## src/rtl/uart_tx_fifo_modul.sv

```systemverilog
// Buffered UART transmitter: a small FIFO feeding a start/data/stop serializer.
// The next queued byte is popped on the final stop cycle, so back-to-back frames leave no idle gap.
module uart_tx_fifo_modul #(
    parameter int clk_speed  = 100_000000,
    parameter int baudrate   = 921600,
    parameter int D_BITS     = 8,
    parameter int SP_BITS    = 1,
    parameter int FIFO_DEPTH = 16
) (
    input  logic                          i_clk,
    input  logic                          reset,
    input  logic [D_BITS-1:0]             tx_data,
    input  logic                          i_tx_enable,
    output logic                          o_tx_rdy,
    output logic                          o_tx,
    output logic                          o_tx_done,
    output logic                          o_tx_busy,
    output logic [$clog2(FIFO_DEPTH):0]   o_fifo_count
);

    localparam int CLKS_PER_BIT = clk_speed / baudrate;
    localparam int STOP_CLKS    = SP_BITS * CLKS_PER_BIT;
    localparam int CNT_W        = $clog2(STOP_CLKS + 1);
    localparam int PTR_W        = $clog2(FIFO_DEPTH);
    localparam int IDX_W        = $clog2(D_BITS + 1);

    localparam logic [CNT_W-1:0] BIT_LAST   = CNT_W'(CLKS_PER_BIT - 1);
    localparam logic [CNT_W-1:0] STOP_LAST  = CNT_W'(STOP_CLKS - 1);
    localparam logic [CNT_W-1:0] STOP_PRE   = CNT_W'((STOP_CLKS >= 2) ? STOP_CLKS - 2 : 0);
    localparam logic [IDX_W-1:0] DATA_LAST  = IDX_W'(D_BITS - 1);
    localparam logic [PTR_W:0]   FULL_COUNT = FIFO_DEPTH[PTR_W:0];

    typedef enum logic [1:0] {IDLE, START, DATA, STOP} state_t;

    state_t               state_reg;
    logic [CNT_W-1:0]     baud_cnt_reg;
    logic [IDX_W-1:0]     bit_idx_reg;
    logic [D_BITS-1:0]    shift_reg;
    logic [D_BITS-1:0]    shift_next;
    logic                 tx_reg;
    logic                 done_reg;

    logic [D_BITS-1:0]    mem [FIFO_DEPTH];
    logic [PTR_W-1:0]     wr_ptr_reg;
    logic [PTR_W-1:0]     rd_ptr_reg;
    logic [PTR_W:0]       count_reg;

    logic                 push;
    logic                 pop;
    logic                 bit_end;
    logic                 stop_end;

    // Ready decodes only the registered count, so there is no path from i_tx_enable.
    assign o_tx_rdy   = (count_reg < FULL_COUNT);
    assign push       = i_tx_enable && o_tx_rdy;
    assign bit_end    = (baud_cnt_reg == BIT_LAST);
    assign stop_end   = (baud_cnt_reg == STOP_LAST);
    assign pop        = (count_reg != '0) &&
                        ((state_reg == IDLE) || ((state_reg == STOP) && stop_end));
    assign shift_next = shift_reg >> 1;

    assign o_tx         = tx_reg;
    assign o_tx_done    = done_reg;
    assign o_tx_busy    = (state_reg != IDLE);
    assign o_fifo_count = count_reg;

    always_ff @(posedge i_clk) begin
        if (push)
            mem[wr_ptr_reg] <= tx_data;
    end

    always_ff @(posedge i_clk or negedge reset) begin
        if (!reset) begin
            wr_ptr_reg <= '0;
            rd_ptr_reg <= '0;
            count_reg  <= '0;
        end else begin
            if (push)
                wr_ptr_reg <= wr_ptr_reg + 1'b1;
            if (pop)
                rd_ptr_reg <= rd_ptr_reg + 1'b1;
            case ({push, pop})
                2'b10:   count_reg <= count_reg + 1'b1;
                2'b01:   count_reg <= count_reg - 1'b1;
                default: count_reg <= count_reg;
            endcase
        end
    end

    always_ff @(posedge i_clk or negedge reset) begin
        if (!reset) begin
            state_reg    <= IDLE;
            baud_cnt_reg <= '0;
            bit_idx_reg  <= '0;
            shift_reg    <= '0;
            tx_reg       <= 1'b1;
            done_reg     <= 1'b0;
        end else begin
            done_reg <= 1'b0;
            case (state_reg)
                IDLE: begin
                    tx_reg <= 1'b1;
                    if (pop) begin
                        shift_reg    <= mem[rd_ptr_reg];
                        state_reg    <= START;
                        tx_reg       <= 1'b0;
                        baud_cnt_reg <= '0;
                        bit_idx_reg  <= '0;
                    end
                end
                START: begin
                    if (bit_end) begin
                        state_reg    <= DATA;
                        tx_reg       <= shift_reg[0];
                        baud_cnt_reg <= '0;
                        bit_idx_reg  <= '0;
                    end else begin
                        baud_cnt_reg <= baud_cnt_reg + 1'b1;
                    end
                end
                DATA: begin
                    if (bit_end) begin
                        baud_cnt_reg <= '0;
                        if (bit_idx_reg == DATA_LAST) begin
                            state_reg   <= STOP;
                            tx_reg      <= 1'b1;
                            bit_idx_reg <= '0;
                            done_reg    <= (STOP_CLKS == 1);
                        end else begin
                            shift_reg   <= shift_next;
                            tx_reg      <= shift_next[0];
                            bit_idx_reg <= bit_idx_reg + 1'b1;
                        end
                    end else begin
                        baud_cnt_reg <= baud_cnt_reg + 1'b1;
                    end
                end
                STOP: begin
                    if (stop_end) begin
                        baud_cnt_reg <= '0;
                        bit_idx_reg  <= '0;
                        if (pop) begin
                            shift_reg <= mem[rd_ptr_reg];
                            state_reg <= START;
                            tx_reg    <= 1'b0;
                        end else begin
                            state_reg <= IDLE;
                            tx_reg    <= 1'b1;
                        end
                    end else begin
                        baud_cnt_reg <= baud_cnt_reg + 1'b1;
                        // Registered pulse: arm one cycle early so it lands on the final stop cycle.
                        if ((STOP_CLKS >= 2) && (baud_cnt_reg == STOP_PRE))
                            done_reg <= 1'b1;
                    end
                end
                default: state_reg <= IDLE;
            endcase
        end
    end

endmodule

```

## config.mk

```make
export PLATFORM = sky130hd
export DESIGN_NAME = uart_tx_fifo_modul
export DESIGN_NICKNAME = d
export VERILOG_FILES = /design/src/rtl/uart_tx_fifo_modul.sv
export SDC_FILE = /design/constraint.sdc
export NUM_CORES = 1
export LEC_CHECK = 0
export ABC_AREA = 1
export CORE_UTILIZATION = 58
export CTS_CLUSTER_DIAMETER = 100
export DETAILED_ROUTE_END_ITERATION = 12
export PLACE_DENSITY = 0.81
export SYNTH_ARGS = -nofsm -noshare
export SYNTH_HDL_FRONTEND = slang
export SYNTH_SLANG_ARGS = --single-unit
```

## constraint.sdc

```tcl
create_clock -name i_clk -period 3.7 [get_ports i_clk]
set_input_delay 0.555 -clock i_clk [delete_from_list [all_inputs] [get_ports i_clk]]
set_output_delay 0.555 -clock i_clk [all_outputs]
set_load 0.01 [all_outputs]
```

======== Word-level counts from Yosys, hierarchy flattened ========
Memory sizes are Yosys's and may differ from the RTL's.
Cells that the tools add are included.
storage, ports and cells
  input bits .............................. 11
  memories kept ........................... 1
  register bits after elaboration ......... 36
  bits in writable memories ............... 128
  output and inout bits ................... 9
memory list
  memory  depth  bits a word  rd ports  clocked after Yosys merged registers in  write ports  RTL line  RTL
  mem     16     8            1         0                                        1            43        logic [D_BITS-1:0] mem [FIFO_DEPTH];
cells by class
  $add $sub $neg .......................... 6
  equality and inequality tests ........... 15
  $lt $le $gt $ge ......................... 1
  multiplexer cells ....................... 32
  reductions and logical operators ........ 15
operators with widths
  operator                                              count
  2-to-1 mux 8 bit                                      4
  case mux 8 bit (3 select lines)                       1
  2-to-1 mux 4 bit                                      4
  equality test 7 bit (second input constant)           2
  2-to-1 mux 7 bit                                      2
  case mux 7 bit (2 select lines)                       1
  adder 4 x 1 -> 4 bit (second input constant)          3
  != test 2 bit (second input constant)                 6
  case mux 4 bit (3 select lines)                       1
  2-to-1 mux 1 bit                                      11
  2-to-1 mux 2 bit                                      5
  case mux 5 bit (2 select lines)                       1
  case mux 2 bit (4 select lines)                       1
  adder 7 x 1 -> 7 bit (second input constant)          1
  equality test 2 bit (second input constant)           3
  AND reduction 3 bit                                   2
  adder 5 x 1 -> 5 bit (second input constant)          1
  less-than comparator 5 bit (second input constant)    1
  AND reduction 5 bit                                   1
  nonzero test 5 bit                                    1
  subtractor 5 x 1 -> 5 bit (second input constant)     1
  equality test 2 x 1 -> 1 bit (second input constant)  2
  equality test 4 x 3 -> 1 bit (second input constant)  1
  case mux 1 bit (4 select lines)                       1
  other kinds (9)                                       12

======== Longest topological paths before layout ========
Gate-level depths: netlist of run 1.
  depth after elaboration ................. 7
  gate-level depth with buffers ........... 18
  mapped depth without buffers ............ 17

======== Worst setup path after synthesis of run 1 ========
Ideal clock, no wire load.
  kind .................................... register to register
  start ................................... register state_reg[0]
  end ..................................... register count_reg[4], in the netlist o_fifo_count[4]
  clock period less this slack ............ 2.491 ns
  setup slack ............................. 1.209 ns
  stages on the path, launching flop included .. 19
  library setup time ...................... 0.117 ns
  data arrival time ....................... 2.374 ns
  path buffers ............................ 1
  cells stage by stage .................... dfrtp_1 -> inv_1 -> ha_1 -> inv_1 -> nand2_1 -> nand2_1 -> inv_1 -> nand2_4 -> inv_1 -> ha_1 -> clkbuf_2 -> xor2_1 -> ha_1 -> a21o_1 -> nand2_1 -> o21ai_2 -> xor2_1 -> nand2_1 -> nand2_1
on the way
  word-level cells in the longest chain between the ends .. 6
ends and longest elaborated chain
  what                                                                          RTL line  RTL
  from (decl)                                                                   35        state_t state_reg;
  from (signal assigned)                                                        92        state_reg <= IDLE;
  from (signal assigned)                                                        105       state_reg <= START;
  from (signal assigned)                                                        113       state_reg <= DATA;
  equality test 2 bit                                                           59        ((state_reg == IDLE) || ((state_reg == STOP) && stop_end));
  logical AND 1 bit                                                             59
  logical OR 1 bit *                                                            59
  logical AND 1 bit *                                                           58        assign pop = (count_reg != '0) &&
  equality test 2 x 1 -> 1 bit / equality test 2 bit (equally long branches)    82        case ({push, pop})
  case mux 5 bit (2 select lines) / nonzero test 2 bit (equally long branches)  n/a
  to (signal assigned)                                                          83        2'b10: count_reg <= count_reg + 1'b1;
  to (signal assigned)                                                          84        2'b01: count_reg <= count_reg - 1'b1;
  to (signal assigned)                                                          85        default: count_reg <= count_reg;
  to (decl)                                                                     46        logic [PTR_W:0] count_reg;
Every way passes the cells marked *; elsewhere a longest branch is shown, timed or not.
A chain may end at the register's enable or synchronous reset.

======== Worst setup path in the final report of run 1 ========
  start ................................... register state_reg[1]
  end ..................................... register count_reg[4], in the netlist o_fifo_count[4]
Same word-level chain as after synthesis.

==> flow_summary.toml, run 1 <==
[sta]
fmax_mhz = 367
max_slew_margin_pct = 28.1
layout_setup_ws_ns = 0.974
rsz0062_at_grt = "false"
hold_viol_final = 0
finalClockSkew_ns = 0.0105
setup_violations = 0
finalCritPeriodShare_pct = 73.7
drv_slew = 0
tightest_slew_ns = 1.08
fin_tns_setup_ns = 0
timing.hold.ws_ns = 0.215
period_minus_slack_ns = 2.73

[global_routing]
grt_pass1_wl_mm = 25.9
grt_usage_pct = 26.3
grt_pass1_vias = 5145
grt_max_degree = 68
overflow = 0
antenna_found_initial = 0

[cells_and_area]
num_antenna_cells = 0
largest_reg_flops = 128
register_area_sq_um = 4750
utilization_pct = 66.6
stdcell_area_sq_um = 8430
drive_gt1_share_pct = 6.71
multiInputGateArea_sq_um = 2220
fin_nets = 819
area_growth_syn_to_layout_pct = 11.3
fill_cells = 951

[critical_path]
critPathLaunchType = "flip-flop"
reg2reg_from = "state_reg[1]"
crit_fanout = 6
arrival_ns = 3.09
r2r-end = "o_fifo_count[4]"
worstPathRequired_ns = 4.07
worstRegToRegCells = 17
reg2reg_slack_ns = 0.97
cp-end-kind = "flip-flop"
critPathKind = "flip-flop to flip-flop"

[route]
drc = 0
initialDrtViolationCount = 538
drtAntennaViolNets = 0
drt-total-wl_mm = 16.1
drt-wirelength-per-cell_um = 16.5
num_vias = 5297
vias_per_cell = 5.42
firstDrtPassIters = 5

[place]
placed_area_sq_um = 7870
port_buffers = 19
place.detailed.hpwl_mm = 10.3
gp_congestion = 0.899
dp_slack_ns = 1.02

[yosys]
netlist_instances = 776
ys_ff_latch = 164
synth-edff-count = 128
synth-simple-area-share_pct = 22.1
synth.area.top_cells = "edfxtp_1, dfrtp_1, nand2_1"
synth_top_area_share_pct = 50.8
synthMuxAreaShare_pct = 0
synth.distinct_cells = 35
synthArstFlopShare_pct = 22.0
yosysTopAreaCell = "edfxtp_1"
synth_top_family_by_area = "simple AND/OR/NAND/NOR gates"
synth_nets = 803
synth_compound_area_share_pct = 2.73
ys_warn_count = 0
synthXorXnorAreaFrac_pct = 1.85
synth_adder_area_share_pct = 2.64
synthFlopType = "edfxtp_1"
synth_seq_area_share_pct = 62.7
syn_avg_cell_area_sq_um = 9.76
syn-cell-area_sq_um = 7570

[flow_run]
drv_cap = 0

[clock_tree]
post_cts_resized = 0
clkLatencyLatePin_ns = 0.43
root_buffer = "clkbuf_16"
ctsLongestPathBuffers = 2
h-tree-depth = 4
numClockSinks = 164
clk_pin_slew_worst_paths_ns = 0.07
numCtsBuffers = 17
hold_buffers = 0
cts_tree = "yes"
post-cts-setup-buffers = 0

[power_and_ir_drop]
powerDensity_nw_per_um2 = 788
ir_drop_uv = 578
leakage_nw = 3.74

[hold_path]
worstHoldPathType = "input port to async pin"

[floorplanning]
die_y_um = 116
start_util_pct = 59.8
io_pins = 20
core_sq_um = 12700
dieArea_sq_um = 13500
die_w_um = 116
rows = 41

[status]
outcome = "completed"
## layout by cell type, fill, tap and decap left out, drive strengths merged, types with 2 or more instances in the layout
| cell | instances |
|---|---|
| nand2 | 234 |
| ha | 16 |
| dfrtp | 35 |
| nor3 | 2 |
| o22ai | 3 |
| nand3 | 98 |
| clkbuf | 17 |
| inv | 130 |
| nand4 | 5 |
| clkdlybuf4s50 | 18 |
| xnor2 | 3 |
| o21ai | 18 |
| edfxtp | 128 |
| buf | 4 |
| nor2 | 52 |
| clkinv | 10 |
| xor2 | 13 |
| a21oi | 10 |
| o211ai | 2 |
## critical path, cell delays in order (launching register included)
cell and delay [ns]:
dfrtp_1 0.40, inv_1 0.14, ha_1 0.21, inv_1 0.12, nand2_1 0.09, nand2_1 0.05, inv_1 0.08, nand2_4 0.07
inv_1 0.16, ha_1 0.32, xor2_1 0.23, ha_1 0.18, a21o_1 0.10, nand2_1 0.09, o21ai_2 0.15, xor2_1 0.15
nand2_1 0.06, nand2_1 0.05
## cells in the mapped netlist, drive strengths merged, types with 4 or more instances
cell / number
buf: 20
clkbuf: 5
nand3: 98
clkinv: 4
a21oi: 10
xor2: 13
ha: 16
dfrtp: 35
nand4: 5
o21ai: 18
edfxtp: 128
nand2: 234
inv: 122
nor2: 52
## final cells by class
type	instances	area share (%)
flip-flops and latches	164	56.3
multi-input cells	461	26.3
inverters	126	5.67
clock buffers	17	5.04
well taps	172	2.55
repair buffers	22	2.46
clock inverters	15	1.68
## through the flow
stage	instances	total power [mW]
final	977	6.65
after CTS	977	6.64
after floorplan	776	4.29
after global routing	977	7.06
after detailed placement	945	4.96
after global placement	945	4.87
## report_power, final
group	total [mW]	internal [mW]	switching, mW
combinational	2.52	0.796	1.72
clock	1.67	0.891	0.778
sequential	2.46	2.29	0.175
total	6.65	3.97	2.68
## layer usage
metal	GRT usage, %	part of all wire, %
met1	33.0	40
met2	44.3	52
met3	6.69	6.0
met4	9.57	2.2
met5	0	0
## worst max-delay path by stage
| stage | startpoint | end | slack [ns] | cells past startpoint |
|---|---|---|---|---|
| final | state_reg[1] | o_fifo_count[4] | 0.97 | 17 |
| after global routing | state_reg[0] | o_fifo_count[4] | 0.69 | 17 |
| after CTS | state_reg[0] | o_fifo_count[4] | 0.98 | 17 |
| after detailed placement | state_reg[0] | o_fifo_count[4] | 1.02 | 17 |
| after global placement | state_reg[0] | o_fifo_count[4] | 1.19 | 17 |
| after floorplan | state_reg[0] | o_fifo_count[4] | 1.21 | 18 |
## kinds of logic after synthesis
family,count (synthesis)
adders and majority gates,16
AOI/OAI and AO/OA,35
xor gates and xnor gates,16
buffers and inverters,151
and+or+nand+nor,394
DFF,164
(Power assumes the default switching activity.)
==> inputs of run 2 (changes only) <==
- CORE_UTILIZATION: 58 -> 56
- clock period: 3.7 -> 2.43 ns (I/O delays scaled with it)
==> run 2 against run 1 <==
Hold slack got worse by 0.17 ns. Sequential cell count unchanged. Power up 57%. Non-clock buffer count increased by 30. Combinational power grew 64%. Clock power increased by 52%. Critical endpoint unchanged.
==> flow_summary.toml, run 2 (synthesis results as in run 1) <==
[sta]
rsz0062_at_grt = "false"
fmax_mhz = 445
period_minus_slack_ns = 2.24
tightest_slew_ns = 0.824
finalClockSkew_ns = 0.00672
max_slew_margin_pct = 45.0
setup_violations = 0
hold_viol_final = 0
fin_tns_setup_ns = 0
finalCritPeriodShare_pct = 92.4
drv_slew = 0

[route]
initialDrtViolationCount = 394
num_vias = 5336
vias_per_cell = 5.28
drtAntennaViolNets = 0
drc = 0
drt-wirelength-per-cell_um = 16.1
drt-total-wl_mm = 16.3
firstDrtPassIters = 5

[global_routing]
overflow = 0
grt_usage_pct = 24.8
grt_pass1_vias = 5277
grt_pass1_wl_mm = 25.9
antenna_found_initial = 0
grt_max_degree = 68

[critical_path]
cp-end-kind = "flip-flop"
arrival_ns = 2.56
critPathKind = "flip-flop to flip-flop"
critPathLaunchType = "flip-flop"
crit_fanout = 5
worstPathRequired_ns = 2.75

[power_and_ir_drop]
powerDensity_nw_per_um2 = 1200
leakage_nw = 3.88
swShare_pct = 39.5
p_seq_share_pct = 35.9
power_switching_mw = 4.11
p_comb_share_pct = 39.7
p_int_mw = 6.31
ir_drop_uv = 670
clkPwrFrac_pct = 24.4

[cells_and_area]
instances_no_fill = 1011
stdcell_area_sq_um = 8690
fill_cells = 977
final_cell_mix = "nand2_1, edfxtp_1, inv_1"
fin_nets = 849
final_common_cell = "nand2_1"
area_growth_syn_to_layout_pct = 14.8
drive_gt1_share_pct = 10.9
register_area_sq_um = 4750
largest_reg_flops = 128
multiInputGateArea_sq_um = 2250
num_antenna_cells = 0

[floorplanning]
die_w_um = 118
io_pins = 20
die_y_um = 118
start_util_pct = 57.4
rows = 42
core_sq_um = 13200
dieArea_sq_um = 14000

[clock_tree]
clk_pin_slew_worst_paths_ns = 0.06
ctsLongestPathBuffers = 2
cts_tree = "yes"
numClockSinks = 164
root_buffer = "clkbuf_16"
h-tree-depth = 4
hold_buffers = 0
clkLatencyLatePin_ns = 0.42
numCtsBuffers = 17

[status]
outcome = "completed"

[flow_run]
drv_cap = 0

[place]
place.detailed.hpwl_mm = 9.83
port_buffers = 19
placed_area_sq_um = 8060
dp.cells = 973
gp_congestion = 0.880

[hold_path]
worstHoldPathType = "input port to async pin"
-- run 2: what timing repair did --
item                       CTS  global route
setup buffers                0             6
setup endpoints to repair    0             3
resized for setup            0             9
-- run 2: through the flow --
step,utilization [%],hold WS [ns],total power [mW],setup slack (ns)
5_1_grt,65.9,0.0903,11.1,0.00899
3_3_place_gp,61.1,0.467,7.61,0.138
6_report,65.9,0.0401,10.4,0.185
2_1_floorplan,-,0.0689,6.54,0.0111
4_1_cts,65.3,0.0577,10.3,0.0152
3_5_place_dp,61.1,0.470,7.72,0.0379
-- run 2: layout make-up --
type	instances	area share, %
Timing Repair Buffer	52	5.12
Tap cell	176	2.53
Multi-Input combinational cell	461	25.8
Sequential cell	164	54.6
Clock buffer	18	4.94
Clock inverter	14	1.45
Inverter	126	5.50
-- run 2: path summary, 6_finish.rpt --
kind	start	to	slack [ns]	depth (start not counted)
setup / recovery	state_reg[0]	o_fifo_count[4]	0.19	17
hold / removal	reset	baud_cnt_reg[3]	0.04	1
setup reg to reg	state_reg[0]	o_fifo_count[4]	0.19	17
hold reg to reg	shift_reg[7]	shift_reg[7]	0.48	2
max in group asynchronous	reset	rd_ptr_reg[0]	1.82	1
min in group i_clk	shift_reg[7]	shift_reg[7]	0.48	2
-- run 2: power groups by stage --
stage | registers (mW) | clock network [mW] | logic, mW
3_3_place_gp | 3.77 | 0 | 3.85
3_5_place_dp | 3.78 | 0 | 3.94
6_report | 3.74 | 2.54 | 4.14
4_1_cts | 3.73 | 2.55 | 3.99
2_1_floorplan | 3.75 | 0 | 2.79
5_1_grt | 3.79 | 2.67 | 4.62
-- run 2: critical path: stages (launching register included) --
cell and delay [ns]:
dfrtp_1 0.40, inv_2 0.07, ha_2 0.20, inv_2 0.12, nand2_1 0.08, nand2_1 0.06, inv_1 0.06, nand2_4 0.06
inv_2 0.05, ha_4 0.16, xor2_2 0.15, ha_1 0.18, a21o_1 0.16, nand2_1 0.09, o21ai_2 0.06, xor2_1 0.14
nand2_1 0.06, nand2_1 0.04
-- run 2: metal layers --
layer | global-route usage, % | up-vias | share of wire (%)
li1 | - | 2582 | -
met1 | 29.8 | 2493 | 40
met2 | 41.3 | 216 | 50
met3 | 6.47 | 45 | 6.5
met4 | 12.8 | 0 | 3.5
met5 | 0 | - | 0
